===== src/rtl/ands_asr_adder.sv =====
// Single-cycle 32-bit ALU slice: ANDS, ASR, ADDS and ADCS with registered result and NZCV flags.
// A request is accepted on any rising edge with in_valid high; idle cycles hold result/flags.
module ands_asr_adder (
  input  logic        clk,
  input  logic        rst_n,
  input  logic        in_valid,
  input  logic [1:0]  op,
  input  logic [31:0] num1,
  input  logic [31:0] num2,
  output logic [31:0] result,
  output logic [3:0]  flags,
  output logic        out_valid
);

  localparam int unsigned DW = 32;
  localparam int unsigned SW = 5;

  localparam int unsigned FN = 0;
  localparam int unsigned FZ = 1;
  localparam int unsigned FC = 2;
  localparam int unsigned FV = 3;

  typedef enum logic [1:0] {
    OP_ANDS = 2'b00,
    OP_ASR  = 2'b01,
    OP_ADDS = 2'b10,
    OP_ADCS = 2'b11
  } op_e;

  logic [DW-1:0] next_result;
  logic [3:0]    next_flags;
  logic [SW-1:0] shamt;
  logic [DW:0]   sum;
  logic          carry_in;

  // Next result/flags from the current operands and the pre-edge flag register.
  always_comb begin
    next_result = result;
    next_flags  = flags;
    shamt       = num2[SW-1:0];
    carry_in    = 1'b0;
    sum         = '0;

    unique case (op_e'(op))
      OP_ANDS: begin
        next_result     = num1 & num2;
        next_flags[FC]  = 1'b0;
      end
      OP_ASR: begin
        next_result = DW'($signed(num1) >>> shamt);
        // A zero shift moves no bit out, so the carry is left alone.
        if (shamt != '0) begin
          next_flags[FC] = num1[SW'(shamt - SW'(1))];
        end
      end
      OP_ADDS, OP_ADCS: begin
        carry_in        = (op_e'(op) == OP_ADCS) ? flags[FC] : 1'b0;
        sum             = {1'b0, num1} + {1'b0, num2} + (DW+1)'(carry_in);
        next_result     = sum[DW-1:0];
        next_flags[FC]  = sum[DW];
        next_flags[FV]  = (num1[DW-1] == num2[DW-1]) && (sum[DW-1] != num1[DW-1]);
      end
      default: begin
        next_result = result;
      end
    endcase

    next_flags[FN] = next_result[DW-1];
    next_flags[FZ] = (next_result == '0);
  end

  // Output registers; reset wins over any request presented on the same edge.
  always_ff @(posedge clk) begin
    if (!rst_n) begin
      result    <= '0;
      flags     <= '0;
      out_valid <= 1'b0;
    end else if (in_valid) begin
      result    <= next_result;
      flags     <= next_flags;
      out_valid <= 1'b1;
    end else begin
      out_valid <= 1'b0;
    end
  end

endmodule


===== config.mk =====
export PLATFORM = sky130hd
export DESIGN_NAME = ands_asr_adder
export DESIGN_NICKNAME = d
export VERILOG_FILES = /design/src/rtl/ands_asr_adder.sv
export SDC_FILE = /design/constraint.sdc
export NUM_CORES = 1
export LEC_CHECK = 0
export CORE_UTILIZATION = 55
export CTS_CLUSTER_SIZE = 28
export DETAILED_ROUTE_END_ITERATION = 12
export PLACE_DENSITY = 0.89
export SYNTH_ARGS = -nofsm -noshare
export SYNTH_HDL_FRONTEND = slang
export SYNTH_SLANG_ARGS = --single-unit

===== constraint.sdc =====
create_clock -name clk -period 14.3 [get_ports clk]
set_clock_uncertainty 0.15 [all_clocks]
set_input_delay 3.575 -clock clk [delete_from_list [all_inputs] [get_ports clk]]
set_output_delay 3.575 -clock clk [all_outputs]
set_load 0.05 [all_outputs]

# After elaboration in Yosys (flattened, before gate mapping)
# Cells that the tools add are included.
dict set report op_classes {
  mux 7
  n_eq_ne 6
  add_sub_neg 3
  n_bitwise 1
  n_lt_le_gt_ge 1
  reduce_logical 7
  n_shift 1
}
# operator count
set op_table {}
lappend op_table {{$pmux 32 s3} 1}
lappend op_table {{$add 32x32->33} 1}
lappend op_table {{$add 33x1->33} 1}
lappend op_table {{$and 32x32->32} 1}
lappend op_table {{$logic_not 32->1} 1}
lappend op_table {{$sshr 32x5->32} 1}
lappend op_table {{$lt 5x6->1 const B} 1}
lappend op_table {{$bmux 1 s5} 1}
lappend op_table {{$reduce_bool 5->1} 1}
lappend op_table {{$sub 5x1->5 const B} 1}
lappend op_table {{$eq 2x2->1 const B} 2}
lappend op_table {{$mux 1} 4}
lappend op_table {{$reduce_and 2->1} 2}
lappend op_table {{$pmux 1 s3} 1}
lappend op_table {{$eq 2x1->1 const B} 1}
lappend op_table {{$logic_not 2->1} 1}
lappend op_table {{$ne 2x2->1 const B} 1}
lappend op_table {{$reduce_or 2->1} 1}
lappend op_table {{$eq 1x1->1} 1}
lappend op_table {{$logic_and 1x1->1} 1}
lappend op_table {{$ne 1x1->1} 1}
dict set report word_totals {
  inputBits 69
  ff_bits 37
}

# Depth between registers and ports, before layout
dict set report depth {
  word_depth 5
  ltp_mapped 17
  depth_no_buf 13
}

# Least setup slack after synthesis
# OpenSTA, ideal clock, no wires.
dict set report synth_timing {
  path_type {input port to flip-flop}
  from {input op[1]}
  to {register flags[1]}
  slack_ps 6321
  cell_stages 17
  required_time_ps 14081
  setup_ps 69
  t_arrival_ps 7760
  path_cell_list {clkbuf_1 clkbuf_1 clkbuf_1 buf_1 nand3_1 fa_1 fa_1 nand2b_1 a21oi_1 o21ai_1 a2111oi_0 o21ai_0 a311o_1 a211o_1 nor4_2 nand4_1 o21ai_1}
}
dict set report synth_between {
  elab_chain_len 5
}
# element line_no
set synth_lines {}
lappend synth_lines {{start, declared} 7} ;# input logic [1:0] op,
lappend synth_lines {{$eq 2x2->1} {44, 57}}
lappend synth_lines {{$mux 1} 57} ;# carry_in = (op_e'(op) == OP_ADCS) ? flags[FC] : 1'b0;
lappend synth_lines {{$add 33x1->33} 58} ;# sum = {1'b0, num1} + {1'b0, num2} + (DW+1)'(carry_in);
lappend synth_lines {{$pmux 32 s3 *} 44} ;# unique case (op_e'(op))
lappend synth_lines {{$logic_not 32->1 *} 69} ;# next_flags[FZ] = (next_result == '0);
lappend synth_lines {{end signal, assigned} 80} ;# flags <= next_flags;
lappend synth_lines {{end, declared} 11} ;# output logic [3:0] flags,
# Mark *: on every way between the ends. The rest lies on a longest branch, timed or not.
# A chain may end at the register's enable or synchronous reset.

# Final worst setup path
dict set report layout_timing {
  from {input num2[0]}
  to {register flags[1]}
}
dict set report layout_between {
  elab_chain_len 4
}
# element line_no
set layout_lines {}
lappend layout_lines {{start, declared} 9} ;# input logic [31:0] num2,
lappend layout_lines {{$add 32x32->33} 58}
lappend layout_lines {{$add 33x1->33} 58}
lappend layout_lines {{$pmux 32 s3 *} 44}
lappend layout_lines {{$logic_not 32->1 *} 69}
# Marks and branches as above.

==> metrics.cfg <==
[cts]
post_cts_buffers=0
cts_resized=0
cts_tree=yes
cts_buffers=5
cts_buffer_depth=2
clockRootBuffer=clkbuf_16
cts.sinks=36
h-tree-depth=2
worstSkewPairLatency_ps=270
ctsHoldBuffers=0
clk_pin_slew_ps=60

[drt]
ant_nets=0
route.detailed.drc=0
firstDrtPassIters=6
viasPerCell=7.16
dr.first_iter.drc_count=970
num_vias=7057
wire_per_inst_um=23.3
routed_wl_um=23000

[sta]
slew_headroom_pct=26.7
worst_pin_slew_ps=1100
drv_slew=0
fin_crit_ps=8320
rsz0062_at_grt=false
fmax_mhz=120
fin_tns_setup_ps=0
setup_viol_count_final=0
hold_viol_final=0
fin_crit_sh_pct=58.2
whs_ps=315

[global_route]
globalRoute.totalOverflow=0
use_met1_pct=50.7
grt_max_degree=60
grt_pass1_wl_um=35200
grt_antenna_before_repair=2
grt_use_met3_pct=9.58
grtUsageMet2_pct=62.1
grtUsageTotal_pct=39.5
grt_pass1_vias=6366
busiest_layer=met2

[finish]
area_delta_synth_final_pct=18.5
final_net_count=949
fillCellCount=928
drive_above_1_share_pct=9.23
seqCellArea_um2=721
multiInputGateArea_um2=5180

[synthesis]
synth_commonest_cells=80 x nor2_1, 70 x nand2_1, 65 x a21oi_1
yosysWarnings=0
synthTopCellsByArea=mux4_2 14%, dfxtp_1 12%, mux2i_1 7.7%, ha_1 6.8%, a21oi_1 5.2%
synth_edf_count=0
syn_area_um2=6220
synthCells=780
synth_top_flop_cell=dfxtp_1
synth_cell_type_count=76
synth_top_cell_area_share_pct=13.8
synth-seq-cells=36
synth_fp_nets=885
ys_seq_area_share_pct=11.6
synth.most_common_cell=nor2_1
avgSynthCellArea_um2=7.98
async_flop_share_pct=0
yosysTopAreaCell=mux4_2

[worst_setup_path]
cp-startpoint=num2[0]
worst_setup_path_start_kind=input pin
cpMaxStageDelayCell=a2111oi_0
cp.required_ps=14360
max_stage_delay_ps=780
criticalPathCategory=in2reg
worstPathCellList=buf_2 > buf_4 > inv_1 > fa_1 > fa_1 > nand2b_1 > a21oi_1 > o21ai_1 > a2111oi_0 > nor2_1 > xnor2_1 > a2111oi_0 > and4_1 > nand4_1 > o21ai_1
cp_data_arrival_time_ps=8380
crit_path_max_fanout=49
r2r-start=flags[2]
cp-end-kind=register

[floorplan]
io_pins=106
start_util_pct=56.9
die_w_um=108
die_y_um=108
num_rows=38
dieArea_um2=11700
fp.coreArea_um2=10900

[pwr]
peakVddDrop_mv=0.0894
leakagePower_uw=0.00278
powerDensity_nw_per_um2=73.1
power_uw=539

[run]
maxCapViolCount=0

[min_path]
min_path_type=reg2reg
holdCritStartpoint=result[26]

[outcome]
status=completed

[place]
dp_hpwl_um=17600
io_buffers=105
gp_congestion=1.04

[area by class of cell]
type / count / share of cell area (%)
Antenna cell: 1 / 0.0339
Clock buffer: 7 / 1.93
Clock inverter: 1 / 0.102
Timing Repair Buffer: 114 / 14.8
Sequential cell: 36 / 9.78
Multi-Input combinational cell: 674 / 70.3
Inverter: 13 / 0.662
Tap cell: 140 / 2.38
[registers in the layout, indices dropped and copies added (netlist names)]
signal,cells
result,31
flags,4
out_valid,1
[worst max-delay path, delay by kind of cell]
family / cells / cell delay, ps
XOR/XNOR: 1 / 180
AO/OA/AOI/OAI: 5 / 1930
adder cells (fa/ha/maj): 2 / 940
AND/OR/NAND/NOR: 4 / 690
buffers and inverters: 3 / 1050
[cells in the final DEF, fill, tap and decap left out, drive strengths merged, types with 5 or more instances in the layout]
master / count
a2111oi: 6
a211o: 7
a211oi: 28
a21o: 8
a21oi: 65
a221oi: 8
a31oi: 12
and2: 6
buf: 14
clkbuf: 7
clkdlybuf4s50: 100
dfxtp: 36
ha: 34
inv: 11
mux2: 9
mux2i: 48
mux4: 41
nand2: 70
nand2b: 19
nand3: 12
nand4: 13
nor2: 81
nor2b: 15
nor3: 16
nor3b: 5
o211ai: 12
o21ai: 43
o21bai: 6
o22ai: 6
or2: 6
xnor2: 11
xor2: 11
[kinds of logic (layout without fill, tap and decap cells)]
kind of cell / Yosys count / after routing / share of synthesized area [%]
adder cells (fa/ha/maj): 36 / 36 / 7.48
other: 0 / 1 / 0
AO/OA/AOI/OAI: 254 / 254 / 27.7
XOR/XNOR: 22 / 22 / 3.10
AND/OR/NAND/NOR: 264 / 264 / 20.6
buffers and inverters: 70 / 135 / 5.17
multiplexers: 98 / 98 / 24.4
flip-flops: 36 / 36 / 11.6
[path summary, 6_finish.rpt]
path / slack (ps) / cells after the start / endpoint
hold / removal: 320 / 2 / result[26]
setup reg to reg: 9880 / 13 / flags[1]
hold reg to reg: 320 / 2 / result[26]
setup / recovery: 5980 / 15 / flags[1]
[layer usage]
layer / up-vias / share of wire, %
met5: - / 0
met4: 0 / 5.4
met3: 101 / 13
met2: 568 / 44
met1: 3238 / 38
li1: 3150 / -
[where the power goes]
part	internal (µW)	total [µW]	switching, µW
sequential	109	114	5.07
combinational	124	315	190
clock	69.3	110	40.7
[stage by stage]
stage | setup WS, ps | cell area, µm² | cells | util, %
after global placement | 6010 | 7220 | 977 | 66.0
final | 5980 | 7370 | 986 | 67.4
after floorplan | 6320 | 6220 | 780 | -
after global routing | 5700 | 7370 | 986 | 67.4
after CTS | 6160 | 7370 | 985 | 67.4
after detailed placement | 5910 | 7220 | 977 | 66.0
(Power assumes the default switching activity.)
